## src/rtl/alu_arbiter_ctrl.sv

```systemverilog
// alu_arbiter_ctrl: round-robin arbiter in front of one shared external ALU.
// Two requesters compete for the ALU. The winner's operands and opcode are
// registered onto alu_a/alu_b/alu_op. The ALU result and flags are captured
// one cycle later and held until the consumer acknowledges them.
// Optional feature: define ALU_ARBITER_STICKY_EN to accumulate carry and
// overflow into sticky_cv. Without it, sticky_cv is tied to zero.
module alu_arbiter_ctrl #(
  parameter int M   = 4,
  parameter int OPW = 3
) (
  input  logic           clk,
  input  logic           rst_n,
  input  logic           req0,
  input  logic           req1,
  input  logic [M-1:0]   a0,
  input  logic [M-1:0]   b0,
  input  logic [M-1:0]   a1,
  input  logic [M-1:0]   b1,
  input  logic [OPW-1:0] op0,
  input  logic [OPW-1:0] op1,
  output logic [1:0]     gnt,
  output logic [M-1:0]   alu_a,
  output logic [M-1:0]   alu_b,
  output logic [OPW-1:0] alu_op,
  input  logic [M-1:0]   alu_r,
  input  logic           alu_c,
  input  logic           alu_n,
  input  logic           alu_v,
  input  logic           alu_z,
  output logic [M-1:0]   res,
  output logic [3:0]     flags,
  output logic           res_valid,
  input  logic           res_ack,
  output logic [1:0]     sticky_cv,
  input  logic           clr_sticky
);

  typedef enum logic [1:0] {
    IDLE     = 2'd0,
    ISSUE    = 2'd1,
    WAIT_ACK = 2'd2
  } state_t;

  state_t state;
  state_t state_nxt;

  // prio = 1 means requester 1 wins a tie; it points at whoever was not granted last.
  logic prio;
  logic any_req;
  logic win;

  // Pick the winner: a lone request always wins, a tie goes to the pointer.
  always_comb begin
    any_req = req0 | req1;
    win     = (req0 & req1) ? prio : req1;
  end

  // State register.
  // NOTE: sequential state uses non-blocking assignments so every flop samples
  // pre-edge values; blocking here would create order-dependent simulation races.
  always_ff @(posedge clk or negedge rst_n) begin
    if (!rst_n) state <= IDLE;
    else        state <= state_nxt;
  end

  // Next-state logic.
  // NOTE: the default assignment first guarantees every path assigns state_nxt,
  // so no latch is inferred.
  always_comb begin
    state_nxt = state;
    case (state)
      IDLE:     if (any_req) state_nxt = ISSUE;
      ISSUE:    state_nxt = WAIT_ACK;
      WAIT_ACK: if (res_ack) state_nxt = IDLE;
      default:  state_nxt = IDLE;
    endcase
  end

  // Grant, operand launch, result capture and acknowledge handshake.
  // NOTE: every register here is plain flops (no memory array), so all of them
  // are cleared by the asynchronous reset. This discards any operation in flight.
  always_ff @(posedge clk or negedge rst_n) begin
    if (!rst_n) begin
      gnt       <= 2'b00;
      alu_a     <= '0;
      alu_b     <= '0;
      alu_op    <= '0;
      res       <= '0;
      flags     <= 4'b0000;
      res_valid <= 1'b0;
      prio      <= 1'b0;
    end else begin
      case (state)
        IDLE: begin
          if (any_req) begin
            gnt    <= win ? 2'b10 : 2'b01;
            alu_a  <= win ? a1 : a0;
            alu_b  <= win ? b1 : b0;
            alu_op <= win ? op1 : op0;
            prio   <= ~win;
          end
        end
        ISSUE: begin
          res       <= alu_r;
          flags     <= {alu_c, alu_n, alu_v, alu_z};
          res_valid <= 1'b1;
        end
        WAIT_ACK: begin
          if (res_ack) begin
            res_valid <= 1'b0;
            gnt       <= 2'b00;
          end
        end
        default: begin
          res_valid <= 1'b0;
          gnt       <= 2'b00;
        end
      endcase
    end
  end

`ifdef ALU_ARBITER_STICKY_EN
  // Accumulate carry/overflow at each capture edge. A clear on the same edge
  // keeps only the freshly captured bits.
  always_ff @(posedge clk or negedge rst_n) begin
    if (!rst_n) begin
      sticky_cv <= 2'b00;
    end else if (state == ISSUE) begin
      sticky_cv <= clr_sticky ? {alu_c, alu_v} : (sticky_cv | {alu_c, alu_v});
    end else if (clr_sticky) begin
      sticky_cv <= 2'b00;
    end
  end
`else
  // Feature disabled: sticky bits are constant zero and the clear input is ignored.
  logic unused_clr_sticky;
  assign unused_clr_sticky = clr_sticky;
  assign sticky_cv         = 2'b00;
`endif

endmodule

```

## config.mk

```make
export PLATFORM = sky130hd
export DESIGN_NAME = alu_arbiter_ctrl
export DESIGN_NICKNAME = d
export VERILOG_FILES = /design/src/rtl/alu_arbiter_ctrl.sv
export SDC_FILE = /design/constraint.sdc
export NUM_CORES = 1
export LEC_CHECK = 0
export CELL_PAD_IN_SITES_DETAIL_PLACEMENT = 1
export CELL_PAD_IN_SITES_GLOBAL_PLACEMENT = 2
export CORE_MARGIN = 8
export CORE_UTILIZATION = 27
export DETAILED_ROUTE_END_ITERATION = 12
export GPL_TIMING_DRIVEN = 0
export PLACE_DENSITY = 0.81
export SKIP_CTS_REPAIR_TIMING = 1
export SLEW_MARGIN = 20
export SYNTH_ARGS = -nofsm -noshare
export SYNTH_HDL_FRONTEND = slang
export SYNTH_SLANG_ARGS = --single-unit
```

## constraint.sdc

```tcl
create_clock -name clk -period 3.5 [get_ports clk]
set_input_delay 0.7 -clock clk [delete_from_list [all_inputs] [get_ports clk]]
set_output_delay 0.7 -clock clk [all_outputs]
set_load 0.05 [all_outputs]
```

==> flow_summary_export.csv <==
group,metric,value,unit
run_status,status,"complete, no violations",
timing,setup_viol,0,
timing,maxSlewViolCount,0,
grt,grt_pass1_vias,1246,
timing,skew,0.00279,ns
critical_path,worstPathArrival,1.49,ns
pwr,pwr_density_cell,1030,nW/um^2
placement,dp_cells,209,
critical_path,worstPathBufferInverterCount,1,
finish,final_cells,213,
synthesis,yosysMostFrequentCell,"dfrtp_1",
synthesis,syn_area,1290,um^2
route,drc_errors,0,
timing,clock.fmax,457,MHz
grt,grt_start_max_net_pins,26,
grt,grt_pass1_wl,6.81,mm
finish,synthToLayoutAreaGrowth,51.9,%
placement,port_buffers,56,
finish,drive_above_1_share,21.4,%
synthesis,yosysWarnings,0,
clock_tree,path_clk_slew,0.09,ns
grt,track_usage,11.6,%
route,wire_per_inst,19.0,um
synthesis,synth_enable_flop_cells,0,
critical_path,required,2.80,ns
grt,grt-ovfl-total,0,
critical_path,cpLargestDelayFamily,"buffers and inverters",
finish,nFillCells,508,
finish,post-route-util,42.2,%
clock_tree,htreeDepth,1,
route,dr_total_vias,1073,
floorplan,core_area,4660,um^2
route,drt_iter0_drc,33,
route,first_pass_iters,4,
clock_tree,cts_buffers,3,
finish,final_nets,196,
clock_tree,cts_root_buf,"clkbuf_8",
critical_path,slowest_delay,0.82,ns
synthesis,synthCells,98,
synthesis,synthFlopType,"dfrtp_1",
route,ant_nets,0,
grt,grt_antenna_before_repair,0,
synthesis,synth-seq-cells,25,
synthesis,seq_area_frac_synth,48.3,%
critical_path,crit_path_end_kind,"primary output",
synthesis,syn_area_per_cell,13.2,um^2
critical_path,path_cells,"clkdlybuf4s50_1",
clock_tree,cts_sinks,25,
timing,grt_setup_unrepaired,"false",
floorplan,start_util,27.8,%
floorplan,die_w,85.3,um
floorplan,ios,60,
timing,hold_viol,0,
pwr,vdd_drop_max,322,uV
min_path,hold_path_class,"in2async",
synthesis,yosys.area.top_type_share,48.3,%
floorplan,die_h,85.3,um
timing,tns,0,ns
synthesis,synthDistinctLibCells,31,
timing,final.min_clock_period,2.19,ns
floorplan,die_area,7270,um^2
floorplan,rows,25,
route,routed_wl,4.05,mm
critical_path,r2r_slack,2.16,ns
timing,relSlewSlack,62.7,%
route,vias_per_cell,5.04,
finish,fin_area,1970,um^2
synthesis,ys_async_sr_fraction,100,%
clock_tree,clockBufferDepth,2,
synthesis,synth_common_cells,"dfrtp_1 (25), o21ai_0 (10), a2bb2oi_2 (9)",
placement,dp_hpwl,3.17,mm
critical_path,start_kind,"flop",
critical_path,critPathMaxFanout,2,
clock_tree,clk_latency,0.27,ns
finish,diodes,0,
timing,fin_crit_sh,62.5,%
placement,place_area,1920,um^2
placement,place_congestion,0.716,
run,drv_cap,0,
synthesis,synthTopCellsByArea,"dfrtp_1 (48%), a2bb2oi_2 (10%), a311oi_2 (9.3%)",
critical_path,worstSetupPathType,"reg2out",
synthesis,synth_top_cell_by_area,"dfrtp_1",
timing,tightestPinTransition,0.560,ns
clock_tree,cts_tree,"yes",
pwr,power.leakage,0.763,nW
critical_path,crit_slowest_cell,"clkdlybuf4s50_1",
[power breakdown]
group | total [mW] | leakage (nW) | switching, mW | internal (mW)
clock | 0.176 | 0.0228 | 0.0943 | 0.0817
combinational | 1.32 | 0.450 | 0.783 | 0.535
sequential | 0.534 | 0.291 | 0.0976 | 0.436
total | 2.03 | 0.763 | 0.975 | 1.05
[stage by stage]
stage          total power, mW  hold WS (ns)  worst slack (ns)
2_1_floorplan             1.45         0.404              2.10
3_3_place_gp              1.84         0.467              1.33
3_5_place_dp              1.87         0.480              1.26
4_1_cts                   2.05         0.420              1.30
5_1_grt                   2.14         0.441              1.26
6_report                  2.03         0.404              1.31
[sequential cells by signal (all words and copies together) (netlist names)]
name,flops
alu_op,3
gnt,2
res,4
flags,4
res_valid,1
alu_a,4
prio,1
state,2
alu_b,4
[layout by cell type (no fill, tap or decap), types with 3 or more instances in the layout]
master,netlist,layout
clkdlybuf4s50_1,0,55
clkbuf_8,0,3
buf_6,3,3
mux2_1,8,8
a2bb2oi_2,9,9
o21ai_0,10,10
buf_2,4,5
dfrtp_1,25,25
a311oi_2,8,8
a311oi_1,3,3
buf_4,3,3
[kinds of logic after synthesis]
group,Yosys count,share of synthesized area [%]
other cells,1,0.290
simple gates,10,4.74
mux,8,6.96
compound gates,41,32.9
buf+inv,13,6.76
flops,25,48.3
[path summary, 6_finish.rpt]
| path | start | endpoint | cells past startpoint |
|---|---|---|---|
| max | alu_b[3] | alu_b[3] | 1 |
| max in group asynchronous | rst_n | alu_b[0] | 1 |
| max reg2reg | state[0] | alu_a[1] | 4 |
| min reg2reg | flags[2] | flags[2] | 1 |
| min | rst_n | flags[3] | 1 |
| min in group clk | flags[2] | flags[2] | 1 |
[routing by layer]
layer	vias up	track usage [%]	wire [um]
li1	494	-	-
met1	535	14.3	1910
met2	41	19.4	1840
met3	3	3.09	258
met4	0	3.34	41
met5	-	0	0
[area by class of cell]
type                            count  area, um^2  share of cell area, %
Timing Repair Buffer               56         556                   28.2
Inverter                            2        7.51                  0.382
Tap cell                           54        67.6                   3.44
Multi-Input combinational cell     61         586                   29.8
Buffer                             11        80.1                   4.07
Sequential cell                    25         626                   31.8
Clock buffer                        4        45.0                   2.29
Power figures use the tool's default switching activity.
